## src/rtl/lane_controller_if.sv

```systemverilog
// Player-input bundle between the button/vsync sources and the lane controller,
// carrying the head layer offset and lane status back out.
interface lane_controller_if;
  logic               btn_l;
  logic               btn_r;
  logic               vsync;
  logic               enable;
  logic signed [11:0] hoffset;
  logic [1:0]         lane;
  logic               moving;

  modport master (
    output btn_l, btn_r, vsync, enable,
    input  hoffset, lane, moving
  );

  modport slave (
    input  btn_l, btn_r, vsync, enable,
    output hoffset, lane, moving
  );
endinterface

```

## src/rtl/lane_controller.sv

```systemverilog
// Debounced left/right lane selection for the head sprite, with the horizontal
// offset slewed toward the selected lane by at most STEP pixels per video frame.
module lane_controller #(
  parameter int DEBOUNCE_CYCLES = 1_000_000,
  parameter int LANE_SPACING    = 100,
  parameter int STEP            = 20
) (
  input logic              clk,
  input logic              rst,
  lane_controller_if.slave bus
);

  localparam int CW = (DEBOUNCE_CYCLES > 1) ? $clog2(DEBOUNCE_CYCLES) : 1;
  localparam logic [CW-1:0]        CNT_LAST  = CW'(DEBOUNCE_CYCLES - 1);
  localparam logic signed [11:0]   SPACING12 = 12'(LANE_SPACING);
  localparam logic signed [11:0]   STEP12    = 12'(STEP);
  localparam logic signed [12:0]   STEP13    = 13'(STEP);

  typedef enum logic {IDLE, SLIDE} state_t;

  state_t             state_q, state_d;
  logic [1:0]         btn_raw, btn_meta, btn_sync, btn_deb, btn_deb_prev, press;
  logic [CW-1:0]      deb_cnt [2];
  logic               vs_meta, vs_sync, vs_prev, tick;
  logic [1:0]         lane_q;
  logic signed [11:0] hoffset_q, hoffset_d, target, slewed;
  logic signed [12:0] diff;

  // Bit 0 is the left button, bit 1 the right button throughout.
  assign btn_raw = {bus.btn_r, bus.btn_l};

  always_ff @(posedge clk or posedge rst) begin
    if (rst) begin
      btn_meta <= '0;
      btn_sync <= '0;
      vs_meta  <= 1'b0;
      vs_sync  <= 1'b0;
      vs_prev  <= 1'b0;
    end else begin
      btn_meta <= btn_raw;
      btn_sync <= btn_meta;
      vs_meta  <= bus.vsync;
      vs_sync  <= vs_meta;
      vs_prev  <= vs_sync;
    end
  end

  // A level is accepted only after DEBOUNCE_CYCLES consecutive mismatched samples.
  always_ff @(posedge clk or posedge rst) begin
    if (rst) begin
      btn_deb      <= '0;
      btn_deb_prev <= '0;
      deb_cnt[0]   <= '0;
      deb_cnt[1]   <= '0;
    end else begin
      btn_deb_prev <= btn_deb;
      for (int i = 0; i < 2; i++) begin
        if (btn_sync[i] == btn_deb[i]) begin
          deb_cnt[i] <= '0;
        end else if (deb_cnt[i] == CNT_LAST) begin
          btn_deb[i] <= btn_sync[i];
          deb_cnt[i] <= '0;
        end else begin
          deb_cnt[i] <= deb_cnt[i] + CW'(1);
        end
      end
    end
  end

  assign press = btn_deb & ~btn_deb_prev;
  assign tick  = vs_sync & ~vs_prev;

  always_ff @(posedge clk or posedge rst) begin
    if (rst) begin
      lane_q <= 2'd1;
    end else if (bus.enable && press[0] && !press[1] && lane_q != 2'd0) begin
      lane_q <= lane_q - 2'd1;
    end else if (bus.enable && press[1] && !press[0] && lane_q != 2'd2) begin
      lane_q <= lane_q + 2'd1;
    end
  end

  always_comb begin
    target = '0;
    case (lane_q)
      2'd0:    target = -SPACING12;
      2'd2:    target = SPACING12;
      default: target = '0;
    endcase
  end

  // Difference is taken one bit wider so the largest lane jump cannot wrap.
  assign diff = {target[11], target} - {hoffset_q[11], hoffset_q};

  always_comb begin
    slewed = target;
    if (diff > STEP13) begin
      slewed = hoffset_q + STEP12;
    end else if (diff < -STEP13) begin
      slewed = hoffset_q - STEP12;
    end
  end

  always_ff @(posedge clk or posedge rst) begin
    if (rst) begin
      state_q   <= IDLE;
      hoffset_q <= '0;
    end else begin
      state_q   <= state_d;
      hoffset_q <= hoffset_d;
    end
  end

  // A lane reverted before any tick still waits for a tick, which then moves nothing.
  always_comb begin
    state_d   = state_q;
    hoffset_d = hoffset_q;
    case (state_q)
      IDLE: begin
        if (hoffset_q != target) begin
          state_d = SLIDE;
        end
      end
      SLIDE: begin
        if (tick) begin
          hoffset_d = slewed;
          if (slewed == target) begin
            state_d = IDLE;
          end
        end
      end
      default: state_d = IDLE;
    endcase
  end

  assign bus.hoffset = hoffset_q;
  assign bus.lane    = lane_q;
  assign bus.moving  = (state_q == SLIDE);

endmodule

```

## src/flat_wrapper.sv

```systemverilog
// flat-port wrapper written by rule: the top's interface ports become plain ports
module lane_controller_flat 
#(
  parameter int DEBOUNCE_CYCLES = 1_000_000,
  parameter int LANE_SPACING    = 100,
  parameter int STEP            = 20
)
  (clk, rst, bus_btn_l, bus_btn_r, bus_vsync, bus_enable, bus_hoffset, bus_lane, bus_moving);
  lane_controller_if bus_i ();
  input logic clk;
  input logic rst;
  input wire logic [$bits(bus_i.btn_l)-1:0] bus_btn_l;
  input wire logic [$bits(bus_i.btn_r)-1:0] bus_btn_r;
  input wire logic [$bits(bus_i.vsync)-1:0] bus_vsync;
  input wire logic [$bits(bus_i.enable)-1:0] bus_enable;
  output wire logic [$bits(bus_i.hoffset)-1:0] bus_hoffset;
  output wire logic [$bits(bus_i.lane)-1:0] bus_lane;
  output wire logic [$bits(bus_i.moving)-1:0] bus_moving;
  assign bus_i.btn_l = bus_btn_l;
  assign bus_i.btn_r = bus_btn_r;
  assign bus_i.vsync = bus_vsync;
  assign bus_i.enable = bus_enable;
  assign bus_hoffset = bus_i.hoffset;
  assign bus_lane = bus_i.lane;
  assign bus_moving = bus_i.moving;
  lane_controller #(.DEBOUNCE_CYCLES(DEBOUNCE_CYCLES), .LANE_SPACING(LANE_SPACING), .STEP(STEP)) u_core (.clk(clk), .rst(rst), .bus(bus_i));
endmodule
```

## config.mk

```make
export PLATFORM = sky130hd
export DESIGN_NAME = lane_controller_flat
export DESIGN_NICKNAME = d
export VERILOG_FILES = /design/src/rtl/lane_controller_if.sv /design/src/rtl/lane_controller.sv /design/src/flat_wrapper.sv
export SDC_FILE = /design/constraint.sdc
export NUM_CORES = 1
export LEC_CHECK = 0
export CELL_PAD_IN_SITES_DETAIL_PLACEMENT = 2
export CELL_PAD_IN_SITES_GLOBAL_PLACEMENT = 2
export CORE_UTILIZATION = 34
export DETAILED_ROUTE_END_ITERATION = 7
export GPL_ROUTABILITY_DRIVEN = 1
export PLACE_DENSITY = 0.8
export SYNTH_ARGS = -nofsm -noshare
export SYNTH_HDL_FRONTEND = slang
export SYNTH_SLANG_ARGS = --single-unit
```

## constraint.sdc

```tcl
create_clock -name clk -period 3.8 [get_ports clk]
set_input_delay 1.14 -clock clk [delete_from_list [all_inputs] [get_ports clk]]
set_output_delay 1.14 -clock clk [all_outputs]
set_load 0.005 [all_outputs]
```

# Word-level counts from Yosys, hierarchy flattened
# Cells that the tools add are included.
# W data, S select, Z words.
[word_totals]
ff_bits = 66
input_bits = 6
out_inout_bits = 15
[op_classes]
add_sub_neg = 7
n_lt_le_gt_ge = 2
n_eq_ne = 8
mux = 13
n_bitwise = 7
reduce_logical = 14
[op_table]
columns = ["op", "n"]
rows = [
  ["$mux W20", 4],
  ["$add A20 B1 Y20 const B", 2],
  ["$eq A20 B20 Y1 const B", 2],
  ["$mux W12", 2],
  ["$pmux W12 S2", 1],
  ["$gt A13 B6 Y1 const B", 1],
  ["$lt A13 B6 Y1 const B", 1],
  ["$sub A12 B12 Y13", 1],
  ["$add A12 B6 Y12 const B", 1],
  ["$eq A12 B12 Y1", 1],
  ["$ne A12 B12 Y1", 1],
  ["$sub A12 B6 Y12 const B", 1],
  ["$logic_and A1 B1 Y1", 6],
  ["$reduce_and A2 Y1", 3],
  ["$mux W2", 2],
  ["$not A1 Y1", 4],
  ["$reduce_bool A2 Y1", 2],
  ["$mux W1", 3],
  ["$add A2 B1 Y2 const B", 1],
  ["$and A2 B2 Y2", 1],
  ["$eq A1 B1 Y1", 2],
  ["$eq A2 B2 Y1 const B", 1],
  ["$logic_not A1 Y1", 2],
  ["$logic_not A2 Y1", 1],
  ["other kinds (5)", 5],
]

# Depth between registers and ports, before layout
[depth]
word_depth = 10
mapped_depth = 17
ltp_nobuf = 15

# Worst setup path after synthesis
# OpenSTA, ideal clock, no wires.
[synth_path]
path_kind = "register to register"
from = "register u_core.lane_q[0], in the netlist u_core.bus.lane[0]"
to = "register u_core.state_q, in the netlist u_core.bus.moving"
arrival_time_ns = 3.790
setup_slack_ns = -0.111
path_stages_with_launch = 17
path_buffers = 2
period_less_slack_ns = 3.911
cell_sequence = "dfstp_2 > or2_1 > buf_2 > clkinv_1 > ha_1 > a21o_1 > o32a_1 > a221oi_1 > o211ai_1 > or4_4 > nand2_2 > buf_6 > o22ai_4 > a211oi_4 > nor3b_2 > o221ai_1 > a22o_1"
[synth_via]
elab_chain_len = 10
elab_cells_between_ends = 14
classes_between = "add/sub (1); order compare (2); eq/ne (3); mux (7); reduce/logical (1)"
[synth_rtl]
columns = ["item", "line_no", "rtl"]
rows = [
  ["from (decl)", "lane_controller.sv:25", "logic [1:0] lane_q;"],
  ["from (signal assigned)", "lane_controller.sv:77", "lane_q <= lane_q - 2'd1;"],
  ["from (signal assigned)", "lane_controller.sv:79", "lane_q <= lane_q + 2'd1;"],
  ["$eq A2 B2 Y1 / $logic_not A2 Y1 (equally long branches)", "lane_controller.sv:85", "case (lane_q)"],
  ["$pmux W12 S2 *", "lane_controller.sv:85", ""],
  ["$sub A12 B12 Y13", "lane_controller.sv:93", "assign diff = {target[11], target} - {hoffset_q[11], hoffset_q};"],
  ["$lt A13 B6 Y1", "lane_controller.sv:99", "end else if (diff < -STEP13) begin"],
  ["$mux W12", "lane_controller.sv:99", ""],
  ["$mux W12", "lane_controller.sv:97", "if (diff > STEP13) begin"],
  ["$eq A12 B12 Y1", "lane_controller.sv:127", "if (slewed == target) begin"],
  ["$mux W1", "lane_controller.sv:127", ""],
  ["$mux W1", "lane_controller.sv:125", "if (tick) begin"],
  ["$pmux W1 S2 *", "lane_controller.sv:118", "case (state_q)"],
  ["net u_core.state_d", "lane_controller.sv:21", "state_t state_q, state_d;"],
  ["to (signal assigned)", "lane_controller.sv:109", "state_q <= state_d;"],
  ["to (decl)", "lane_controller.sv:21", ""],
]
# The timed path passes the listed nets; every way through them passes the cells marked *.
# A chain may end at the register's enable or synchronous reset.

# Worst setup path in the final report
# Same ends and word-level chain as after synthesis.

==> results <==
## flip-flops by register name (all words and copies together), names as in the netlist
register / count
u_core.bus.moving: 1
u_core.bus.hoffset: 12
u_core.btn_meta: 2
u_core.vs_sync: 1
u_core.bus.lane: 2
u_core.btn_deb_prev: 2
u_core.vs_prev: 1
u_core.vs_meta: 1
u_core.deb_cnt: 40
u_core.btn_sync: 2
u_core.btn_deb: 2
## per-layer routing
metal	up-vias	GRT usage (%)	part of all wire (%)
li1	1868	-	-
met1	2049	27.6	43
met2	48	41.5	52
met3	29	3.76	1.7
met4	0	9.26	2.9
met5	-	0	0
## power by group through the flow
| stage | sequential (uW) | combinational (uW) | clock [uW] |
|---|---|---|---|
| global placement | 877 | 1680 | 0 |
| CTS | 877 | 1950 | 969 |
| global route | 889 | 2150 | 997 |
| finish | 878 | 1990 | 946 |
| detailed placement | 889 | 1770 | 0 |
| floorplan | 836 | 1140 | 0 |
## Yosys cell counts (all sizes together), types with 6 or more instances
cell type	count
ha	7
nand4	6
xnor2	23
clkbuf	13
nand2	48
xor2	22
inv	14
and2	8
dfrtp	65
buf	13
or2	6
and3	15
nor4	7
a211oi	6
o21ai	29
nor2b	7
nor3	11
a21oi	20
nor2	59
o22ai	6
or3	16
nand3	27
## logic make-up after synthesis
group	count (synthesis)	synth area share, %
AOI/OAI and AO/OA	104	16.5
and+or+nand+nor	233	28.5
DFF	66	38.3
adders and majority gates	8	2.26
xor gates and xnor gates	45	9.14
buffers and inverters	41	4.50
muxes	3	0.783
## through the flow
stage | worst slack, ns | cells
2_1_floorplan | 0.0321 | 500
3_3_place_gp | -0.100 | 695
3_5_place_dp | -0.326 | 695
4_1_cts | -0.113 | 716
5_1_grt | -0.290 | 718
6_report | -0.163 | 718
## worst max path at each step
stage | start | endpoint | slack (ns) | cells after the start
after floorplan | u_core.bus.lane[0] | u_core.bus.moving | 0.03 | 16
after global routing | u_core.bus.lane[0] | u_core.bus.moving | -0.29 | 15
after CTS | u_core.bus.lane[0] | u_core.bus.moving | -0.11 | 15
final | u_core.bus.lane[0] | u_core.bus.moving | -0.16 | 15
after detailed placement | u_core.bus.lane[0] | u_core.bus.moving | -0.33 | 15
after global placement | u_core.bus.lane[0] | u_core.bus.moving | -0.10 | 16
## worst max-delay path, cell delays in order (launching register included)
cell      delay, ns
dfstp_2        0.56
or2_4          0.14
clkinv_4       0.06
ha_4           0.21
a21o_1         0.22
o32a_1         0.42
a221oi_2       0.31
o211ai_1       0.14
or4_4          0.55
and2_4         0.20
nor2_8         0.12
nor4_2         0.06
buf_4          0.16
nor4_4         0.29
o221ai_2       0.16
a22o_1         0.22
## repair_timing
item	4_1_cts	5_1_grt
setup buffers	5	2
hold buffers	0	0
setup endpoints to repair	3	3
endpoints found under the hold margin	0	0
pin swaps	14	2
gates resized for setup	18	4
## cell type report
cell class	count	area share, %
repair buffers	60	9.85
multi-input cells	393	48.1
inverters	15	1.14
clock inverters	5	1.91
clock buffers	11	4.33
well taps	168	3.91
flip-flops and latches	66	30.8
==> results.yml <==
yosys:
  syn_nets: 513
  netlist_area_um2: 4310
  synth_edf_count: 0
  synth.area.top_cells: "dfrtp_1 38%, nor2_1 5.0%, xnor2_1 4.7%, xor2_1 4.5%, nand2_1 4.1%"
  synthArstFlopShare_pct: 100
  synth_flop_cell: "dfrtp_1"
  ys_seq_area_share_pct: 38.3
  synth_top_area_share_pct: 37.7
  yosysTopAreaCell: "dfrtp_1"
  yosysWarningCount: 0
  synth_cell_types: 75
  synthesis.instances: 500
  syn_avg_cell_area_um2: 8.62
  ys_seq_elements: 66
sta:
  fin_crit_sh_pct: 104
  max_freq_ghz: 0.252
  setup-tns-final_ns: -0.163
  layout_min_cycle_time_ns: 3.96
  hold_viol: 0
  hold_ws_ns: 0.348
  clock_skew_ns: 0.00790
  timing.final.ws_setup_ns: -0.163
  slew_headroom_pct: 58.7
  setup_viol_count_final: 1
  maxSlewViolCount: 0
  tightest_slew_ns: 0.619
  rsz0062_at_grt: "yes"
power_and_ir_drop:
  p_total_uw: 3820
  cell_internal_pwr_uw: 2320
  clkPwrFrac_pct: 24.8
  ir_drop_v: 0.000315
  power_frac_seq_pct: 23.0
  p_leak_uw: 0.00218
  switching_share_pct: 39.2
  p_per_area_nw_per_um2: 710
  power.switching_uw: 1500
  combPwrFrac_pct: 52.2
route:
  drtIter0Drc: 166
  drtPass1Iterations: 4
  routed_via_density: 5.56
  vias: 3994
  drc: 0
  antenna_left: 0
  wl_per_cell_um: 19.4
  routed_wl_um: 13900
clock_tree:
  path_clk_slew_ns: 0.06
  htree_levels: 3
  cts_tree: "done"
  clkSinkCount: 66
  numCtsBuffers: 9
  root_buffer: "clkbuf_16"
  insertion_delay_ns: 0.34
  clockBufferDepth: 2
status:
  violations: "setup timing"
  status: "finished, violations left"
global_route:
  grt_pass1_wl_um: 23400
  grt_pass1_vias: 4497
  grt_max_degree: 67
  grt-ovfl-total: 0
  antenna_found_initial: 0
  grtUsageTotal_pct: 23.2
worst_setup_path:
  cp_max_fo: 4
  r2r_slack_ns: -0.16
  reg2reg_to: "u_core.bus.moving"
  reg2reg_from: "u_core.bus.lane[0]"
  cp-end-kind: "flop"
  crit_path_start_kind: "flop"
  reg2reg_depth: 15
  worstPathArrival_ns: 4.18
  critical_path_class: "flop to flop"
  required_ns: 4.01
cells_and_area:
  drive_gt1_share_pct: 16.7
  register_area_um2: 1650
  fillers: 1323
  stdcell_area_um2: 5370
  mostFrequentLayoutCell: "dfrtp_1"
  fin_nets: 558
  post-route-util_pct: 44.2
  antenna_cells: 0
  syn_to_final_growth_pct: 24.6
  final_cell_mix: "65 x dfrtp_1, 58 x nor2_1, 47 x nand2_1"
  multi_input_area_um2: 2580
flow_run:
  max_cap_viol_count: 0
placement:
  dpl_cell_area_um2: 4860
  hpwl_um: 9780
  io_buffer_count: 20
  place.gp.congestion: 0.805
die:
  rows: 40
  core-area_um2: 12200
  ios: 21
  die_h_um: 115
  die_w_um: 115
  dieArea_um2: 13100
  initial_core_util_pct: 35.5
hold_path:
  hold-path-endpoint: "u_core.btn_sync[1]"
  hp-start: "u_core.btn_meta[1]"
  min_path_cells: 0
  hp-class: "flop to flop"
No activity file was read; power rests on OpenSTA's default activity.
==> variant (same flow settings) <==
`DEBOUNCE_CYCLES` is set to 1_000_000 in 2 places; all go to 500_000.
--- a/src/rtl/lane_controller.sv
+++ b/src/rtl/lane_controller.sv
@@ -1,7 +1,7 @@
 // Debounced left/right lane selection for the head sprite, with the horizontal
 // offset slewed toward the selected lane by at most STEP pixels per video frame.
 module lane_controller #(
-  parameter int DEBOUNCE_CYCLES = 1_000_000,
+  parameter int DEBOUNCE_CYCLES = 500_000,
   parameter int LANE_SPACING    = 100,
   parameter int STEP            = 20
 ) (
--- a/src/flat_wrapper.sv
+++ b/src/flat_wrapper.sv
@@ -1,7 +1,7 @@
 // flat-port wrapper written by rule: the top's interface ports become plain ports
 module lane_controller_flat 
 #(
-  parameter int DEBOUNCE_CYCLES = 1_000_000,
+  parameter int DEBOUNCE_CYCLES = 500_000,
   parameter int LANE_SPACING    = 100,
   parameter int STEP            = 20
 )
Formal check against the unedited RTL: same outputs for any inputs over 10 cycles, from zero or initial values and one cycle with rst high; that may be too few to reach the edited logic, so the function may still have changed.
==> variant against the original RTL <==
  * Die area up 3.4%
  * Cell area up 4.5%
  * Hold slack better by 15 ps
  * Worst setup slack better by 170 ps
  * Clock power down 0.8%
  * Synthesized area up 3.4%
  * Utilization about the same
  * Power up 7.6%
  * Combinational power up 15%
  * Via count up 12%
  * Sequential cell count down 2
  * Routed wire length up 18%
  * Highest routed layer unchanged
==> variant: results <==
[finish]
drive_above_1_share = 0.1772
fin_nets = 612
fillers = 1446
diodes = 0
largest_reg_flops = 38

[routing]
routed_wl_mm = 16.44
wire_per_inst_um = 21.19
avgViaCountPerCell = 5.755

[pwr]
switchingPower_mw = 1.759
vdd.ir_drop.worst_uv = 332.6
p_int_mw = 2.346
power_frac_seq = 0.213
clock_power_share = 0.229
p_leak_nw = 2.264

[clock_network]
cts_resized = 10

[sta]
skew_ps = 5.616
tightestPinTransition_ps = 722.2
hold_ws_ps = 362.8

[synthesis]
synth_common_cells = "77 x nor2_1, 63 x dfrtp_1, 53 x nand2_1"
syn_avg_cell_area_um2 = 8.137
ys_types = 67
seq_area_frac_synth = 0.3594
synth_nets = 561
synth_mux_area_frac = 0.01207
synthTopCellsByArea = "dfrtp_1 35%, nor2_1 6.5%, xnor2_1 4.7%"
synth-xor-area-share = 0.09035
yosys.area_share.adder = 0.02189
synth_compound_area_frac = 0.1888

[placement]
gp_congestion = 0.8851
dp_hpwl_mm = 11.44
post-place-ws_ps = -216.1
dp_cells = 753

[global_routing]
track_usage = 0.2447
grt_pass1_wl_mm = 25.07
grt_max_degree = 25
first_global_vias = 4780

[worst_setup_path]
critPathMaxFanout = 6
reg2regPathDepth = 14
r2r_slack_ps = 3

[outcome]
status = "finished clean"

[worst_hold_path]
whs_path_depth = 0
hold_path_end = "u_core.vs_sync"
-- variant: cell count changes after synthesis, moves of 4 or more --
| cell | change |
|---|---|
| nor2_1 | +19 |
| clkbuf_1 | +12 |
| a21oi_1 | +6 |
| and3_1 | -6 |
| nand2_1 | +6 |
| buf_2 | -4 |
| inv_1 | +4 |
| o211ai_1 | +4 |
| o21ai_0 | -4 |
-- variant: cell type report --
cell class                 count  area (µm²)  share of cell area
multi-input combinational    434        2793              0.4975
sequential                    64        1603              0.2856
timing repair buffer          72       598.1              0.1066
clock buffer                  10       229.0             0.04079
tap                          172       215.2             0.03834
clock inverter                 6       107.6             0.01917
inverter                      18       67.56             0.01204
-- variant: layer usage --
metal | GRT usage | vias up | share of wire | wire length, µm
li1 | - | 2048 | - | -
met1 | 0.2851 | 2291 | 0.41 | 6760
met2 | 0.4501 | 86 | 0.54 | 8812
met3 | 0.03373 | 41 | 0.023 | 380
met4 | 0.09744 | 0 | 0.030 | 486
met5 | 0 | - | 0 | 0
